**src/rtl/uart_rx_oversample.sv**
```systemverilog
// ----------------------------------------------------------------------------
// uart_rx_oversample
// Oversampling UART receiver. The serial line is synchronized, then a
// five-state FSM (IDLE/START/DATA/STOP/BREAK) times each bit with a tick
// counter that advances only on rx_tick cycles. Every bit is decided by a
// 2-of-3 majority vote of the samples taken around the bit centre.
//
// Ports
//   clk        board clock, all logic on posedge
//   reset      synchronous active-high reset
//   rx_tick    one-clk enable pulse at OVERSAMPLE x baud
//   rx         asynchronous serial input, idle high
//   data       last correctly framed word, LSB received first
//   valid      one-clk pulse, data updated on the same cycle
//   frame_err  one-clk pulse when the stop bit votes 0
//   busy       high whenever the FSM is not IDLE
// ----------------------------------------------------------------------------
module uart_rx_oversample #(
    parameter int DATA_BITS  = 8,
    parameter int OVERSAMPLE = 16
) (
    input  logic                 clk,
    input  logic                 reset,
    input  logic                 rx_tick,
    input  logic                 rx,
    output logic [DATA_BITS-1:0] data,
    output logic                 valid,
    output logic                 frame_err,
    output logic                 busy
);

    localparam int CW  = $clog2(OVERSAMPLE);
    localparam int BW  = $clog2(DATA_BITS + 1);
    localparam int MID = OVERSAMPLE / 2 - 1;

    localparam logic [CW-1:0] C_S0   = CW'(MID - 1);
    localparam logic [CW-1:0] C_S1   = CW'(MID);
    localparam logic [CW-1:0] C_DEC  = CW'(MID + 1);
    localparam logic [CW-1:0] C_LAST = CW'(OVERSAMPLE - 1);
    localparam logic [BW-1:0] B_LAST = BW'(DATA_BITS);

    typedef enum logic [2:0] {
        ST_IDLE  = 3'd0,
        ST_START = 3'd1,
        ST_DATA  = 3'd2,
        ST_STOP  = 3'd3,
        ST_BREAK = 3'd4
    } state_t;

    logic                 r_rx_meta;
    logic                 r_rx_s;
    state_t               r_state;
    logic [CW-1:0]        r_cnt;
    logic [BW-1:0]        r_bitcnt;
    logic [DATA_BITS-1:0] r_shift;
    logic                 r_s0;
    logic                 r_s1;
    logic [DATA_BITS-1:0] r_data;
    logic                 r_valid;
    logic                 r_frame_err;
    logic                 r_busy;

    state_t               w_state_n;
    logic [CW-1:0]        w_cnt_n;
    logic [BW-1:0]        w_bitcnt_n;
    logic [DATA_BITS-1:0] w_shift_n;
    logic                 w_s0_n;
    logic                 w_s1_n;
    logic [DATA_BITS-1:0] w_data_n;
    logic                 w_valid_n;
    logic                 w_frame_err_n;
    logic                 w_vote;

    function automatic logic maj3(input logic a, input logic b, input logic c);
        return (a & b) | (a & c) | (b & c);
    endfunction

    // The third vote sample is the live synchronized value at the decision count.
    assign w_vote = maj3(r_s0, r_s1, r_rx_s);

    // Two-flop synchronizer for the asynchronous line; idles high.
    always_ff @(posedge clk) begin
        if (reset) begin
            r_rx_meta <= 1'b1;
            r_rx_s    <= 1'b1;
        end else begin
            r_rx_meta <= rx;
            r_rx_s    <= r_rx_meta;
        end
    end

    // Next-state, bit timing, vote capture and output pulse decode.
    always_comb begin
        w_state_n     = r_state;
        w_cnt_n       = r_cnt;
        w_bitcnt_n    = r_bitcnt;
        w_shift_n     = r_shift;
        w_s0_n        = r_s0;
        w_s1_n        = r_s1;
        w_data_n      = r_data;
        w_valid_n     = 1'b0;
        w_frame_err_n = 1'b0;

        if (rx_tick) begin
            if (r_cnt == C_LAST) begin
                w_cnt_n = '0;
            end else begin
                w_cnt_n = r_cnt + CW'(1);
            end

            if (r_cnt == C_S0) begin
                w_s0_n = r_rx_s;
            end else if (r_cnt == C_S1) begin
                w_s1_n = r_rx_s;
            end else begin
                w_s0_n = r_s0;
            end

            case (r_state)
                ST_IDLE: begin
                    w_cnt_n = '0;
                    if (!r_rx_s) begin
                        w_state_n = ST_START;
                    end else begin
                        w_state_n = ST_IDLE;
                    end
                end
                ST_START: begin
                    // A start bit that votes high was a glitch: give up early.
                    if (r_cnt == C_DEC && w_vote) begin
                        w_state_n = ST_IDLE;
                        w_cnt_n   = '0;
                    end else if (r_cnt == C_LAST) begin
                        w_state_n  = ST_DATA;
                        w_cnt_n    = '0;
                        w_bitcnt_n = '0;
                    end else begin
                        w_state_n = ST_START;
                    end
                end
                ST_DATA: begin
                    if (r_cnt == C_DEC) begin
                        w_shift_n  = {w_vote, r_shift[DATA_BITS-1:1]};
                        w_bitcnt_n = r_bitcnt + BW'(1);
                    end else if (r_cnt == C_LAST && r_bitcnt == B_LAST) begin
                        w_state_n = ST_STOP;
                        w_cnt_n   = '0;
                    end else begin
                        w_state_n = ST_DATA;
                    end
                end
                ST_STOP: begin
                    // Leaving at mid-stop lets a following start edge be caught at once.
                    if (r_cnt == C_DEC) begin
                        w_cnt_n = '0;
                        if (w_vote) begin
                            w_data_n  = r_shift;
                            w_valid_n = 1'b1;
                            w_state_n = ST_IDLE;
                        end else begin
                            w_frame_err_n = 1'b1;
                            w_state_n     = ST_BREAK;
                        end
                    end else begin
                        w_state_n = ST_STOP;
                    end
                end
                ST_BREAK: begin
                    w_cnt_n = '0;
                    if (r_rx_s) begin
                        w_state_n = ST_IDLE;
                    end else begin
                        w_state_n = ST_BREAK;
                    end
                end
                default: begin
                    w_state_n = ST_IDLE;
                    w_cnt_n   = '0;
                end
            endcase
        end else begin
            w_state_n = r_state;
        end
    end

    // FSM state, datapath and registered outputs.
    always_ff @(posedge clk) begin
        if (reset) begin
            r_state     <= ST_IDLE;
            r_cnt       <= '0;
            r_bitcnt    <= '0;
            r_shift     <= '0;
            r_s0        <= 1'b1;
            r_s1        <= 1'b1;
            r_data      <= '0;
            r_valid     <= 1'b0;
            r_frame_err <= 1'b0;
            r_busy      <= 1'b0;
        end else begin
            r_state     <= w_state_n;
            r_cnt       <= w_cnt_n;
            r_bitcnt    <= w_bitcnt_n;
            r_shift     <= w_shift_n;
            r_s0        <= w_s0_n;
            r_s1        <= w_s1_n;
            r_data      <= w_data_n;
            r_valid     <= w_valid_n;
            r_frame_err <= w_frame_err_n;
            r_busy      <= (w_state_n != ST_IDLE);
        end
    end

    assign data      = r_data;
    assign valid     = r_valid;
    assign frame_err = r_frame_err;
    assign busy      = r_busy;

endmodule

```
**config.mk**
```make
export PLATFORM = sky130hd
export DESIGN_NAME = uart_rx_oversample
export DESIGN_NICKNAME = d
export VERILOG_FILES = /design/src/rtl/uart_rx_oversample.sv
export SDC_FILE = /design/constraint.sdc
export NUM_CORES = 1
export LEC_CHECK = 0
export ABC_AREA = 0
export BUFFER_PORTS_ARGS = -buffer_cell sky130_fd_sc_hd__buf_4
export CORE_UTILIZATION = 55
export DETAILED_ROUTE_END_ITERATION = 12
export PLACE_DENSITY = 0.75
export RECOVER_POWER = 50
export REMOVE_ABC_BUFFERS = 1
export SLEW_MARGIN = 20
export SYNTH_ARGS = -nofsm -noshare
export SYNTH_HDL_FRONTEND = slang
export SYNTH_SLANG_ARGS = --single-unit
```
**constraint.sdc**
```tcl
create_clock -name clk -period 2.25 [get_ports clk]
set_clock_uncertainty 0.2 [all_clocks]
set_input_delay 0.3375 -clock clk [delete_from_list [all_inputs] [get_ports clk]]
set_output_delay 0.3375 -clock clk [all_outputs]
set_load 0.1 [all_outputs]
```
Yosys cells after proc, flatten, opt, wreduce, memory -nomap -nowiden
Index checks and enable logic that the tools add are counted.
{ "word_totals": {"regBits": 34, "out_inout_bits": 11, "input_bits": 4} }
{ "classes": {"mux": 23, "n_reduce_logical": 11, "eq_ne": 12, "add_sub_neg": 2, "bitwise_logic": 9} }
{ "ops": {"columns": ["operator", "n"], "rows": [
  ["$mux W4", 9],
  ["$mux W3", 5],
  ["$pmux W3 S5", 1],
  ["$eq A4 B4 Y1 const B", 3],
  ["$pmux W4 S3", 1],
  ["$add A4 B1 Y4 const B", 2],
  ["$eq A4 B3 Y1 const B", 2],
  ["$pmux W4 S2", 1],
  ["$eq A3 B2 Y1 const B", 2],
  ["$ne A2 B2 Y1 const B", 3],
  ["$reduce_and A3 Y1", 2],
  ["$reduce_and A5 Y1", 1],
  ["$mux W1", 4],
  ["$mux W2", 2],
  ["$not A1 Y1", 4],
  ["$reduce_and A4 Y1", 1],
  ["$reduce_or A4 Y1", 1],
  ["$and A1 B1 Y1", 3],
  ["$eq A3 B1 Y1 const B", 1],
  ["$eq A3 B3 Y1 const B", 1],
  ["$logic_not A3 Y1", 1],
  ["$reduce_bool A3 Y1", 1],
  ["$logic_and A1 B1 Y1", 2],
  ["$or A1 B1 Y1", 2],
  ["other kinds (2)", 2]
]} }

Logic depth before layout (Yosys ltp)
{ "depth": {"ltp_word": 8, "mapped_depth": 8} }

Worst setup path before layout
No wires, ideal clock.
{ "synth_timing": {"path_kind": "register to register", "start": "reg r_cnt[0]", "end": "reg r_bitcnt[1]", "slack_ns": 0.439, "stages_incl_launch_ff": 9, "arrival_ns": 1.483, "path_buffers": 2, "t_required_ns": 1.922, "period_less_slack_ns": 1.811, "cell_sequence": "dfxtp_1 -> inv_1 -> ha_1 -> and3b_1 -> buf_6 -> and3_1 -> buf_4 -> a22oi_1 -> nor2_1"} }
{ "synth_via": {"elab_chain_len": 4, "word_cells_on_any_way": 7, "cone_classes": "eq/ne (5); reduce/logical (2)"} }
{ "synth_rtl": {"columns": ["item", "line", "text"], "rows": [
  ["start, declared", "53", "logic [CW-1:0] r_cnt;"],
  ["start signal, assigned", "201", "r_cnt <= w_cnt_n;"],
  ["$eq A4 B4 Y1", "130, 142", null],
  ["$logic_and A1 B1 Y1", "130", "if (r_cnt == C_DEC && w_vote) begin"],
  ["$ne A2 B2 Y1 (no source line)", null, null],
  ["$reduce_and A5 Y1 (no source line) (*)", null, null],
  ["end signal, assigned", "202", "r_bitcnt <= w_bitcnt_n;"],
  ["end, declared", "54", "logic [BW-1:0] r_bitcnt;"]
]} }
Mark *: on every way between the ends. The rest lies on a longest branch, timed or not.
A chain may end at the register's enable or synchronous reset.

Worst setup path in the final report
{ "layout_timing": {"start": "reg r_cnt[0]", "end": "reg r_busy (netlist: busy)"} }
{ "layout_via": {"elab_chain_len": 7, "word_cells_on_any_way": 12, "cone_classes": "eq/ne (2); mux (7); reduce/logical (3)"} }
{ "layout_rtl": {"columns": ["item", "line", "text"], "rows": [
  ["$eq A4 B4 Y1", "133, 145", null],
  ["$logic_and A1 B1 Y1", "145", "end else if (r_cnt == C_LAST && r_bitcnt == B_LAST) begin"],
  ["$mux W1", "145", null],
  ["$mux W3", "142", "if (r_cnt == C_DEC) begin"],
  ["$pmux W3 S5 (*)", "119", "case (r_state)"],
  ["$mux W3 (*)", "104", "if (rx_tick) begin"],
  ["$reduce_bool A3 Y1 (*)", "209", "r_busy <= (w_state_n != ST_IDLE);"],
  ["end signal, assigned", "209", null],
  ["end, declared", "61", "logic r_busy;"]
]} }
Marked as above.

==> impl_metrics.py <==
metrics = {
    "floorplan": {
        "core-area_sq_mm": 0.00273,
        "num_rows": 19,
        "chipWidth_microns": 55.7,
        "dieArea_sq_mm": 0.00310,
        "start_util": 0.580,
        "die_height_microns": 55.7,
        "io_pins": 15,
    },
    "sta": {
        "fmax_mhz": 489,
        "drv_slew": 0,
        "tns_ns": 0,
        "period_minus_slack_ns": 2.05,
        "min_period_over_period": 0.910,
        "rsz0062_at_grt": "false",
        "max_slew_margin": 0.638,
        "hold_viol_final": 0,
        "setup_viol": 0,
        "tightest_slew_ns": 0.545,
    },
    "global_routing": {
        "grt_max_degree": 32,
        "antenna_found_initial": 0,
        "grt_pass1_wl_microns": 5320,
        "grt_pass1_vias": 1189,
        "gr-total-overflow": 0,
        "track_usage": 0.223,
    },
    "clock_network": {
        "post_cts.repair.setup_buffers": 0,
        "htree_levels": 2,
        "clock_path_buffers": 2,
        "cts-buffers-inserted": 5,
        "tritoncts_num_sinks": 34,
        "ctsRootBufferMaster": "clkbuf_4",
        "path_clk_slew_ns": 0.11,
        "clock_latency_ns": 0.35,
        "cts_tree": "done",
    },
    "cells_and_area": {
        "diodes": 0,
        "final_cell_area_sq_mm": 0.00178,
        "area_growth_pct": 11.9,
        "fin_nets": 205,
        "layout_commonest_cell": "dfxtp_1",
        "fin_util": 0.649,
        "final_cell_mix": "dfxtp_1, nand2_1, nor2_1, a21oi_1, clkbuf_2",
        "drive_gt1_frac": 0.152,
    },
    "critical_path": {
        "r2r_cells": 6,
        "r2r_setup_slack_ns": 0.20,
        "critPathArrivalTime_ns": 2.09,
        "start_kind": "register",
        "cp-startpoint": "r_cnt[0]",
        "crit_path_end_kind": "register",
        "timing.rr.start": "r_cnt[0]",
        "required_ns": 2.29,
        "crit_end": "busy",
        "r2r_end": "busy",
        "critPathMaxFanout": 8,
        "critPathKind": "reg2reg",
    },
    "yosys": {
        "synth-seq-area-share": 0.429,
        "postSynthAreaPerCell_sq_um": 8.77,
        "synthCells": 181,
        "synth_cell_types": 46,
        "synth_edf_count": 0,
        "synth_seq_cells": 34,
        "synth_warnings": 0,
        "synth_ff_type": "dfxtp_1",
        "netlist_area_sq_mm": 0.00159,
        "synthArstFlopShare": 0,
    },
    "pwr": {
        "cellLeakagePower_uw": 0.000736,
        "power_density_mw_per_mm2": 700,
        "ir_drop_mv": 0.607,
    },
    "run_status": {
        "status": "completed",
    },
    "routing": {
        "routed_via_density": 5.75,
        "totalWireLength_microns": 3060,
        "dr.pass1.iters": 4,
        "drcViolationCount": 0,
        "drt-initial-drc-count": 33,
        "detail-route-antenna-nets": 0,
        "wl_per_cell_microns": 13.4,
        "vias": 1310,
    },
    "hold_path": {
        "min_path_type": "in2reg",
    },
    "placed_design": {
        "gp_congestion": 0.781,
        "hpwl_microns": 2120,
        "place_area_sq_mm": 0.00169,
        "io_buffers": 14,
    },
    "run": {
        "max-cap-violations": 0,
    },
}
-- what timing repair did --
| action | CTS | global route |
|---|---|---|
| gates resized for setup | 0 | 0 |
| hold endpoints to repair | 1 | 0 |
| hold buffers | 1 | 0 |
-- state kept, by name (all words and copies together) (netlist names) --
signal,flops
r_bitcnt,4
busy,1
r_rx_meta,1
r_state,3
r_s0,1
r_rx_s,1
valid,1
r_cnt,4
frame_err,1
data,8
r_shift,8
r_s1,1
-- critical path: stages (launching register included) --
cell and delay, ns:
dfxtp_1 0.38, inv_1 0.11, ha_1 0.16, and3b_1 0.36
o32ai_1 0.14, o41a_1 0.44, o21bai_1 0.16
-- through the flow --
step	total power (uW)	hold WS, ns	instances	setup slack, ns
6_report	1240	0.146	228	0.203
4_1_cts	1250	0.137	228	0.221
3_3_place_gp	668	0.202	219	0.305
2_1_floorplan	648	0.189	172	0.400
5_1_grt	1290	0.136	228	0.0216
3_5_place_dp	669	0.200	219	0.240
-- layer usage --
layer	share of wire	global-route usage
met4	0.019	0.100
met5	0	0
met1	0.48	0.286
met3	0.051	0.0791
met2	0.45	0.336
-- final cells by class --
cell class                      count  area [sq um]
Clock buffer                        6          51.3
Clock inverter                      2          60.1
Fill cell                         254           958
Inverter                            6          22.5
Multi-Input combinational cell    132           820
Sequential cell                    34           681
Tap cell                           31          38.8
Timing Repair Buffer               17           103
-- how the worst min path moves through the flow --
stage,depth (start not counted),to,from
after detailed placement,1,r_rx_s,r_rx_meta
after floorplan,1,r_rx_s,r_rx_meta
final,2,data[0],reset
after CTS,2,data[0],reset
after global routing,2,data[5],reset
after global placement,1,r_rx_s,r_rx_meta
-- cells by family after synthesis --
group | after synthesis | synth area share
AO/OA/AOI/OAI | 35 | 0.142
buffers and inverters | 15 | 0.0473
AND/OR/NAND/NOR | 81 | 0.272
flip-flops | 34 | 0.429
adder cells (fa/ha/maj) | 6 | 0.0465
multiplexers | 10 | 0.0631
-- Yosys cell counts, types with 3 or more instances --
cell type / count / area (sq um)
a21oi_1: 15 / 75.1
clkbuf_1: 3 / 11.3
mux2i_1: 10 / 100
nand2_1: 25 / 93.8
ha_1: 5 / 62.6
dfxtp_1: 34 / 681
inv_1: 5 / 18.8
buf_2: 3 / 15.0
nor4_1: 3 / 18.8
nand3_1: 8 / 40.0
and3_1: 3 / 18.8
nor2_1: 20 / 75.1
nand2b_1: 6 / 37.5
-- power breakdown --
| part | total, uW | switching [uW] | internal, uW | leakage, uW |
|---|---|---|---|---|
| Clock | 586 | 210 | 376 | 0.0000585 |
| Combinational | 45.9 | 28.9 | 17.0 | 0.000403 |
| Sequential | 610 | 4.62 | 606 | 0.000275 |
No activity file was read; power rests on OpenSTA's default activity.
